==> config.mk <==
export PLATFORM = sky130hd
export DESIGN_NAME = fetch_control_unit
export DESIGN_NICKNAME = d
export VERILOG_FILES = /design/src/rtl/slc3_pkg.sv /design/src/rtl/fetch_wait_counter.sv /design/src/rtl/fetch_control_unit.sv
export SDC_FILE = /design/constraint.sdc
export NUM_CORES = 1
export LEC_CHECK = 0
export CORE_AREA = 3 3 40 42
export DETAILED_ROUTE_END_ITERATION = 8
export DIE_AREA = 0 0 43 45
export PLACE_DENSITY = 0.84
export SKIP_LAST_GASP = 1
export SYNTH_ARGS = -nofsm -noshare
export SYNTH_HDL_FRONTEND = slang
export SYNTH_HIERARCHICAL = 1
export SYNTH_SLANG_ARGS = --single-unit
==> constraint.sdc <==
create_clock -name CLK -period 3.8 [get_ports CLK]
set_input_delay 0.76 -clock CLK [delete_from_list [all_inputs] [get_ports CLK]]
set_output_delay 0.76 -clock CLK [all_outputs]
set_load 0.05 [all_outputs]
==> src/rtl/slc3_pkg.sv <==
// Shared types and constants for the SLC-3 fetch sequencer.
// Holds the fetch state encoding, PCMUX select codes, the wait-counter width
// and the state-to-control decode used by fetch_control_unit.
package slc3_pkg;

  localparam int WAIT_CNT_W = 3;

  typedef enum logic [2:0] {
    HALTED  = 3'd0,
    S_18    = 3'd1,
    S_33    = 3'd2,
    S_35    = 3'd3,
    PAUSE_1 = 3'd4,
    PAUSE_2 = 3'd5
  } fetch_state_t;

  localparam logic [1:0] PCMUX_PC_PLUS1 = 2'b00;
  localparam logic [1:0] PCMUX_BUS      = 2'b01;
  localparam logic [1:0] PCMUX_ADDR     = 2'b10;

  // Full set of datapath/SRAM controls driven by the sequencer.
  typedef struct packed {
    logic       gate_pc;
    logic       gate_mdr;
    logic       gate_marmux;
    logic       gate_alu;
    logic       ld_pc;
    logic       ld_mar;
    logic       ld_mdr;
    logic       ld_ir;
    logic [1:0] pcmux;
    logic       mem_oe;
    logic       mem_we;
    logic       paused;
  } ctrl_t;

  // Moore decode: every control is 0 unless the state names it.
  function automatic ctrl_t decode_state(input fetch_state_t s);
    ctrl_t c;
    c = '0;
    c.pcmux = PCMUX_PC_PLUS1;
    case (s)
      S_18: begin
        c.gate_pc = 1'b1;
        c.ld_mar  = 1'b1;
        c.ld_pc   = 1'b1;
        c.pcmux   = PCMUX_PC_PLUS1;
      end
      S_33: begin
        c.mem_oe = 1'b1;
        c.ld_mdr = 1'b1;
      end
      S_35: begin
        c.gate_mdr = 1'b1;
        c.ld_ir    = 1'b1;
      end
      PAUSE_1, PAUSE_2: c.paused = 1'b1;
      default: c = '0;
    endcase
    return c;
  endfunction

endpackage

==> src/rtl/fetch_wait_counter.sv <==
// Dwell counter for the memory read-wait state.
// Counts up while enabled, clears on request, and flags the last wait cycle.
module fetch_wait_counter
  import slc3_pkg::*;
#(
  parameter int MEM_WAIT = 2
) (
  input  logic clk,
  input  logic rst,
  input  logic clr,
  input  logic en,
  output logic tc
);

  localparam logic [WAIT_CNT_W-1:0] TC_VAL = WAIT_CNT_W'(MEM_WAIT - 1);

  logic [WAIT_CNT_W-1:0] count;

  // Clear has priority so a fresh fetch always starts the dwell from zero.
  always_ff @(posedge clk or posedge rst) begin
    if (rst) begin
      count <= '0;
    end else if (clr) begin
      count <= '0;
    end else if (en) begin
      count <= count + 1'b1;
    end
  end

  assign tc = (count == TC_VAL);

endmodule

==> src/rtl/fetch_control_unit.sv <==
// SLC-3 fetch sequencer: MAR<-PC / PC<-PC+1, MEM_WAIT read cycles into MDR,
// IR<-MDR, then a full Continue press/release before the next fetch.
// Optional build macro FETCH_COUNT_EN adds a 16-bit FetchCount output that
// counts completed IR loads.
module fetch_control_unit
  import slc3_pkg::*;
#(
  parameter int MEM_WAIT = 2
) (
  input  logic       CLK,
  input  logic       Reset,
  input  logic       Run,
  input  logic       Continue,
  output logic       GatePC,
  output logic       GateMDR,
  output logic       GateMARMUX,
  output logic       GateALU,
  output logic       LD_PC,
  output logic       LD_MAR,
  output logic       LD_MDR,
  output logic       LD_IR,
  output logic [1:0] PCMUX,
  output logic       Mem_OE,
  output logic       Mem_WE,
  output logic       Paused
`ifdef FETCH_COUNT_EN
  ,
  output logic [15:0] FetchCount
`endif
);

  fetch_state_t state;
  fetch_state_t state_nxt;
  ctrl_t        ctrl_q;
  logic         wait_tc;
  logic         wait_clr;
  logic         wait_en;

  // Dwell counter restarts on every fetch and advances only inside the read wait.
  assign wait_clr = (state == S_18) || ((state == S_33) && wait_tc);
  assign wait_en  = (state == S_33) && !wait_tc;

  fetch_wait_counter #(
    .MEM_WAIT (MEM_WAIT)
  ) u_wait (
    .clk (CLK),
    .rst (Reset),
    .clr (wait_clr),
    .en  (wait_en),
    .tc  (wait_tc)
  );

  // Next-state logic; Run matters only in HALTED, nothing returns to HALTED.
  always_comb begin
    state_nxt = state;
    case (state)
      HALTED:  if (Run) state_nxt = S_18;
      S_18:    state_nxt = S_33;
      S_33:    if (wait_tc) state_nxt = S_35;
      S_35:    state_nxt = PAUSE_1;
      PAUSE_1: if (Continue) state_nxt = PAUSE_2;
      PAUSE_2: if (!Continue) state_nxt = S_18;
      default: state_nxt = HALTED;
    endcase
  end

  // State and registered controls move together so outputs always decode the current state.
  always_ff @(posedge CLK or posedge Reset) begin
    if (Reset) begin
      state  <= HALTED;
      ctrl_q <= '0;
    end else begin
      state  <= state_nxt;
      ctrl_q <= decode_state(state_nxt);
    end
  end

  assign GatePC     = ctrl_q.gate_pc;
  assign GateMDR    = ctrl_q.gate_mdr;
  assign GateMARMUX = ctrl_q.gate_marmux;
  assign GateALU    = ctrl_q.gate_alu;
  assign LD_PC      = ctrl_q.ld_pc;
  assign LD_MAR     = ctrl_q.ld_mar;
  assign LD_MDR     = ctrl_q.ld_mdr;
  assign LD_IR      = ctrl_q.ld_ir;
  assign PCMUX      = ctrl_q.pcmux;
  assign Mem_OE     = ctrl_q.mem_oe;
  assign Mem_WE     = ctrl_q.mem_we;
  assign Paused     = ctrl_q.paused;

`ifdef FETCH_COUNT_EN
  logic [15:0] fetch_cnt;

  // One count per IR load, i.e. per edge leaving S_35; wraps naturally.
  always_ff @(posedge CLK or posedge Reset) begin
    if (Reset) begin
      fetch_cnt <= '0;
    end else if (state == S_35) begin
      fetch_cnt <= fetch_cnt + 16'd1;
    end
  end

  assign FetchCount = fetch_cnt;
`endif

endmodule

==> key figures, run 1 <==
Setup path
  • Crit. End Element: output port
  • CP Launch Type: flip-flop
  • Worst path top cell family by delay: buffers and inverters
  • Data required, critical path: 3040 ps
  • Critical path arrival: 1440 ps
  • Max stage delay on crit path: 800 ps
  • Worst-path fanout max: 3
  • Crit-path cells: clkdlybuf4s50_1
  • Setup CP Type: flip-flop to output port
  • Buf/Inv on CP: 1
  • Slowest stage cell, crit path: clkdlybuf4s50_1

Layout
  • Final net count: 70
  • Layout area overhead: 15.9%
  • Cell area after layout: 664 µm²
  • Ant. Diodes: 0
  • Ratio of cells with drive above 1 in the final layout: 9.52%

Power and ir drop
  • Cell Pwr Density: 932 nW/µm²
  • Int Pwr: 0.330 mW
  • Combinational power share: 50.5%
  • Clock Power Share: 15.8%
  • Switching share of power: 46.6%
  • NetSw: 0.289 mW
  • Reg power frac: 33.6%
  • Leak pwr: 0.295 nW
  • Worst vdd ir: 0.325 mV

Run
  • Max cap viols: 0

Global routing
  • Gr ovfl total: 0
  • Vias in the first global route: 350
  • Gr usage total: 11.6%
  • Initial antenna violation count: 0
  • Largest net degree at the start of global routing: 13
  • First-pass GRT wire length: 1480 µm

Detailed routing
  • Starting DRT DRC Count: 6
  • # DRC: 0
  • Final wirelength: 933 µm
  • Final ANT Viol Nets: 0
  • WL/cell: 12.0 µm
  • Pre-Repair DR Iteration Count: 4
  • Number of vias in the routed layout: 392
  • Vias/cell: 5.03

Logic synthesis
  • Post-synthesis sequential area ratio: 43.7%
  • Synth Area in Compound Gates: 11.1%
  • Synth area leader: dfrtp_1
  • Post-Synth XOR/XNOR Area: 1.53%
  • Asr flop ratio synth: 100%
  • Most common cell in the netlist: dfrtp_1
  • Dominant synthesized flop cell: dfrtp_1
  • Largest family of logic cells by synthesized area: simple AND/OR/NAND/NOR gates
  • Synth cell count leaders: dfrtp_1 (10), buf_4 (9), a21oi_1 (5)
  • Synth warn: 6
  • Top cell type's share of synthesized area: 43.7%
  • Cells after Synth: 56
  • Number of synthesized flops with an enable pin: 0
  • Top cells by area, synth: dfrtp_1 (44%), buf_4 (12%), a21oi_1 (4.4%)
  • Multiplexer share of the synthesized area: 1.75%
  • Adder-cell share of the synthesized area: 4.37%
  • Distinct cell type count after synthesis: 22
  • Mapped Area: 573 µm²
  • Mean Syn Cell Area: 10.2 µm²
  • Post-synthesis simple-gate area fraction: 19.4%
  • Flops & latches, synth: 10

CTS
  • Clock tree sinks: 10
  • Post-CTS setup buffers: 0
  • Clk pin slew, worst setup/hold paths: 70 ps
  • Worst-skew pair later-pin latency: 270 ps
  • Hold Buf Count CTS: 0
  • Root Buffer: clkbuf_4
  • CTS H-tree depth: 1
  • CTS Buf Count: 3
  • Max clock buf depth: 2
  • Post-CTS sizing: 0
  • TritonCTS clock tree: built

Outcome
  • Status: finished, final reports clean

Timing
  • Final TNS setup: 0 ps
  • Worst Skew: 0.868 ps
  • Final Max Tran Viols: 0
  • Setup violators final: 0
  • Slew @ Worst Pin: 517 ps
  • Final period utilization: 57.8%
  • Slew headroom: 65.4%
  • Worst hold slack: 587 ps
  • Crit path time final: 2200 ps
  • Peak Freq: 455 MHz
  • Final hold viol count: 0
  • RSZ-0062 raised after global routing: no

Die
  • Die area: 1940 µm²
  • Initial Util: 44.6%
  • I/O pin cnt: 17
  • DIE HEIGHT: 45 µm
  • Core region area: 1280 µm²
  • Die X: 43 µm
  • FP Rows: 13

Placement
  • Placed cell areas: 628 µm²
  • Routability cong.: 0.647
  • HPWL reported at the end of detailed placement: 727 µm
  • IO Port Bufs: 11

Worst hold path
  • Type of the worst min-delay path: flip-flop to flip-flop
[routing by layer]
layer  up-vias  global-route usage [%]  part of all wire (%)
met3         5                    1.20                   6.4
li1        189                       -                     -
met2        18                    17.7                    45
met5         -                       0                     0
met4         0                    18.1                   6.9
met1       180                    11.4                    42
[cell type report]
class | instances | area, µm²
flip-flops and latches | 10 | 250
clock buffers | 4 | 36.3
fillers | 131 | 621
well taps | 15 | 18.8
inverters | 3 | 11.3
multi-input cells | 35 | 238
repair buffers | 11 | 110
[cell families (layout without fill, tap and decap cells)]
family | after synthesis | count (layout)
flops | 10 | 10
xor+xnor | 1 | 1
simple gates | 16 | 16
fa+ha+maj | 2 | 2
buf+inv | 15 | 18
other cells | 1 | 5
mux | 1 | 1
compound gates | 10 | 10
[power groups by stage]
stage                     Sequential, mW  Clock (mW)  Combinational, mW
final                              0.208      0.0981              0.313
after global routing               0.218       0.104              0.331
after CTS                          0.208      0.0993              0.315
after detailed placement           0.211           0              0.316
after global placement             0.205           0              0.307
after floorplan                    0.227           0              0.246
[cell usage in the layout, fill, tap and decap left out]
cell	synthesis	final
nand2_1	1	1
clkbuf_8	0	1
clkdlybuf4s50_1	0	11
nand3b_1	3	3
nor4b_2	1	1
o22ai_1	2	2
a211oi_1	1	1
nor2_1	3	3
dfrtp_1	10	10
clkbuf_4	0	3
nor4bb_1	1	1
nand2b_1	3	3
conb_1	1	5
xnor2_1	1	1
inv_1	3	3
o32ai_1	1	1
nor2b_1	2	2
or3b_1	2	2
mux2i_1	1	1
a21oi_1	5	5
a21bo_2	1	1
ha_1	2	2
[worst reg2reg max path, delay by kind of cell (launching register included)]
kind,cells,cell delay [ps]
fa+ha+maj,1,200
compound gates,1,250
flops,1,410
simple gates,3,720
[final timing paths]
kind | to | cells past startpoint | start | slack (ps)
max | LD_MAR | 1 | LD_MAR$_DFF_PP0_ | 1600
min | u_wait/count[0]$_DFFE_PP0P_ | 2 | u_wait/count[0]$_DFFE_PP0P_ | 590
max reg2reg | u_wait/count[1]$_DFFE_PP0P_ | 5 | u_wait/count[0]$_DFFE_PP0P_ | 2130
min reg2reg | u_wait/count[0]$_DFFE_PP0P_ | 2 | u_wait/count[0]$_DFFE_PP0P_ | 590
max in group asynchronous | state[1]$_DFF_PP0_ | 2 | Reset | 2840
min in group asynchronous | u_wait/count[0]$_DFFE_PP0P_ | 2 | Reset | 690
[state kept, by name, indices dropped and copies added (netlist names)]
| register | count |
|---|---|
| Mem_OE | 1 |
| u_wait/count | 3 |
| Paused | 1 |
| LD_MAR | 1 |
| LD_IR | 1 |
| state | 3 |
[per-stage QoR]
stage / worst slack, ps / std cells / util (%) / power [mW]
floorplan: 2140 / 60 / - / 0.473
global placement: 1910 / 74 / 48.9 / 0.512
detailed placement: 1890 / 74 / 48.9 / 0.527
CTS: 1590 / 78 / 51.7 / 0.623
global route: 1540 / 78 / 51.7 / 0.653
finish: 1600 / 78 / 51.7 / 0.619
Note: power is estimated with default switching activity, not from simulation.
==> inputs of run 2 (changes only) <==
--- a/config.mk
+++ b/config.mk
@@ -5,10 +5,10 @@
 export SDC_FILE = /design/constraint.sdc
 export NUM_CORES = 1
 export LEC_CHECK = 0
-export CORE_AREA = 3 3 40 42
+export CORE_MARGIN = 3
+export CORE_UTILIZATION = 40
 export DETAILED_ROUTE_END_ITERATION = 8
-export DIE_AREA = 0 0 43 45
-export PLACE_DENSITY = 0.84
+export PLACE_DENSITY = 0.82
 export SKIP_LAST_GASP = 1
 export SYNTH_ARGS = -nofsm -noshare
 export SYNTH_HDL_FRONTEND = slang
==> constraint.sdc (replaced) <==
create_clock -name CLK -period 1.85 [get_ports CLK]
set_input_delay 0.37 -clock CLK [delete_from_list [all_inputs] [get_ports CLK]]
set_output_delay 0.37 -clock CLK [all_outputs]
set_load 0.05 [all_outputs]
==> key figures, run 2 (same netlist as run 1, synthesis figures left out) <==
Die
  • Initial Util: 43.5% (was 44.6%)
  • I/O pin cnt: 17 (unchanged)
  • DIE HEIGHT: 43.9 µm (was 45 µm)
  • FP Rows: 13 (unchanged)
  • Core region area: 1320 µm² (was 1280 µm²)
  • Die X: 43.9 µm (was 43 µm)
  • Die area: 1920 µm² (was 1940 µm²)

Placement
  • HPWL reported at the end of detailed placement: 691 µm (was 727 µm)
  • Routability cong.: 0.728 (was 0.647)
  • IO Port Bufs: 11 (unchanged)

Setup path
  • Slowest stage cell, crit path: clkdlybuf4s50_1 (unchanged)
  • Critical R2R Capture: u_wait/count[1]$_DFFE_PP0P_ (unchanged)
  • Crit. End Element: output port (unchanged)
  • Worst setup path startpoint: LD_IR$_DFF_PP0_ (was LD_MAR$_DFF_PP0_)
  • Data required, critical path: 1480 ps (was 3040 ps)
  • Max stage delay on crit path: 800 ps (about the same)
  • Worst path top cell family by delay: buffers and inverters (unchanged)
  • Crit path depth: 1 (unchanged)
  • R2R Setup Slk: 200 ps (was 2130 ps)
  • CP Launch Type: flip-flop (unchanged)
  • Crit-path cells: clkdlybuf4s50_1 (unchanged)
  • Worst r2r src: u_wait/count[0]$_DFFE_PP0P_ (unchanged)
  • Worst-path fanout max: 2 (was 3)
  • Setup CP Type: flip-flop to output port (unchanged)
  • Critical path arrival: 1390 ps (was 1440 ps)
  • R2r worst-path depth: 5 (unchanged)
  • Buf/Inv on CP: 1 (unchanged)
  • CP endpoint: LD_IR (was LD_MAR)

Power and ir drop
  • Cell Pwr Density: 1870 nW/µm² (was 932 nW/µm²)
  • Worst vdd ir: 0.652 mV (was 0.325 mV)
  • Leak pwr: 0.294 nW (was 0.295 nW)

Timing
  • Final hold viol count: 0 (unchanged)
  • Peak Freq: 567 MHz
  • Final Max Tran Viols: 0 (unchanged)
  • Final period utilization: 95.3%
  • RSZ-0062 raised after global routing: no (unchanged)
  • Slew headroom: 66.9% (was 65.4%)
  • Crit path time final: 1760 ps
  • Setup violators final: 0 (unchanged)
  • Worst Skew: 2.61 ps (was 0.868 ps)
  • Slew @ Worst Pin: 495 ps (was 517 ps)
  • Final TNS setup: 0 ps (unchanged)

Global routing
  • Gr ovfl total: 0 (unchanged)
  • Initial antenna violation count: 0 (unchanged)
  • Gr usage total: 10.6% (was 11.6%)
  • First-pass GRT wire length: 1510 µm (was 1480 µm)
  • Vias in the first global route: 367 (was 350)
  • Largest net degree at the start of global routing: 13 (unchanged)

Detailed routing
  • WL/cell: 11.2 µm (was 12.0 µm)
  • Final ANT Viol Nets: 0 (unchanged)
  • Vias/cell: 5.09 (was 5.03)
  • Pre-Repair DR Iteration Count: 6 (was 4)
  • Final wirelength: 864 µm (was 933 µm)
  • # DRC: 0 (unchanged)
  • Starting DRT DRC Count: 11 (was 6)
  • Number of vias in the routed layout: 392 (unchanged)

Layout
  • Most frequent cells in the layout: dfrtp_1 (10), clkdlybuf4s50_1 (7), a21oi_1 (5), conb_1 (5), buf_4 (4) (was clkdlybuf4s50_1 (11), dfrtp_1 (10), a21oi_1 (5), conb_1 (5))
  • Largest regs: state x3, u_wait/count x3 (unchanged)
  • Ant. Diodes: 0 (unchanged)
  • Layout area overhead: 11.8% (was 15.9%)
  • Final net count: 70 (unchanged)
  • Commonest non-fill, non-tap cell in the layout: dfrtp_1 (was clkdlybuf4s50_1)
  • Ratio of cells with drive above 1 in the final layout: 14.5% (was 9.52%)
  • Final Util: 48.6% (was 51.7%)

CTS
  • Post-CTS sizing: 0 (unchanged)
  • Max clock buf depth: 2 (unchanged)
  • TritonCTS clock tree: built (unchanged)
  • Clock tree sinks: 10 (unchanged)
  • Clk pin slew, worst setup/hold paths: 60 ps (was 70 ps)
  • Post-CTS setup buffers: 0 (unchanged)
  • Worst-skew pair later-pin latency: 250 ps (was 270 ps)
  • Hold Buf Count CTS: 0 (unchanged)
  • CTS H-tree depth: 1 (unchanged)
  • CTS Buf Count: 3 (unchanged)
  • Root Buffer: clkbuf_4 (unchanged)

Worst hold path
  • Type of the worst min-delay path: primary input to asynchronous set/reset pin (was flip-flop to flip-flop)

Run
  • Max cap viols: 0 (unchanged)

Outcome
  • Status: finished, final reports clean (unchanged)
[run 2: layout make-up]
class / count / area (µm²)
fillers: 113 / 677
flip-flops and latches: 10 / 250
multi-input cells: 35 / 238
repair buffers: 11 / 100
clock buffers: 3 / 22.5
well taps: 15 / 18.8
inverters: 3 / 11.3
[run 2: how the worst min path moves through the flow]
stage,startpoint,endpoint,slack (ps),depth (start not counted)
after floorplan,Reset,u_wait/count[0]$_DFFE_PP0P_,120,1
after global placement,u_wait/count[2]$_DFFE_PP0P_,u_wait/count[2]$_DFFE_PP0P_,560,2
after detailed placement,u_wait/count[2]$_DFFE_PP0P_,u_wait/count[2]$_DFFE_PP0P_,560,2
after CTS,Reset,u_wait/count[2]$_DFFE_PP0P_,320,2
after global routing,Reset,u_wait/count[2]$_DFFE_PP0P_,320,2
final,Reset,u_wait/count[0]$_DFFE_PP0P_,330,2
[run 2: per-stage QoR]
stage	total power [mW]	std cells	hold slack [ps]	area (µm²)	setup slack, ps
6_report	1.20	77	327	641	86.4
5_1_grt	1.29	77	316	641	27.8
4_1_cts	1.21	77	321	641	75.2
3_5_place_dp	1.07	74	555	618	214
3_3_place_gp	1.04	74	556	618	287
2_1_floorplan	0.971	60	124	588	362
[run 2: report_power, final]
part           internal (mW)  total [mW]  switching [mW]
clock network         0.0746       0.138          0.0637
registers              0.309       0.426           0.117
logic                  0.239       0.631           0.392
[run 2: worst register-to-register path: cells and delay by family, from the launching register on]
kind | cells | cell delay, ps
fa+ha+maj | 1 | 220
compound gates | 1 | 230
simple gates | 3 | 700
flops | 1 | 420
[run 2: metal layers]
layer	up-vias	GRT usage [%]	wire [µm]
met4	0	5.42	15
met5	-	0	0
li1	188	-	-
met1	188	13.4	389
met3	2	3.73	55
met2	14	15.7	404
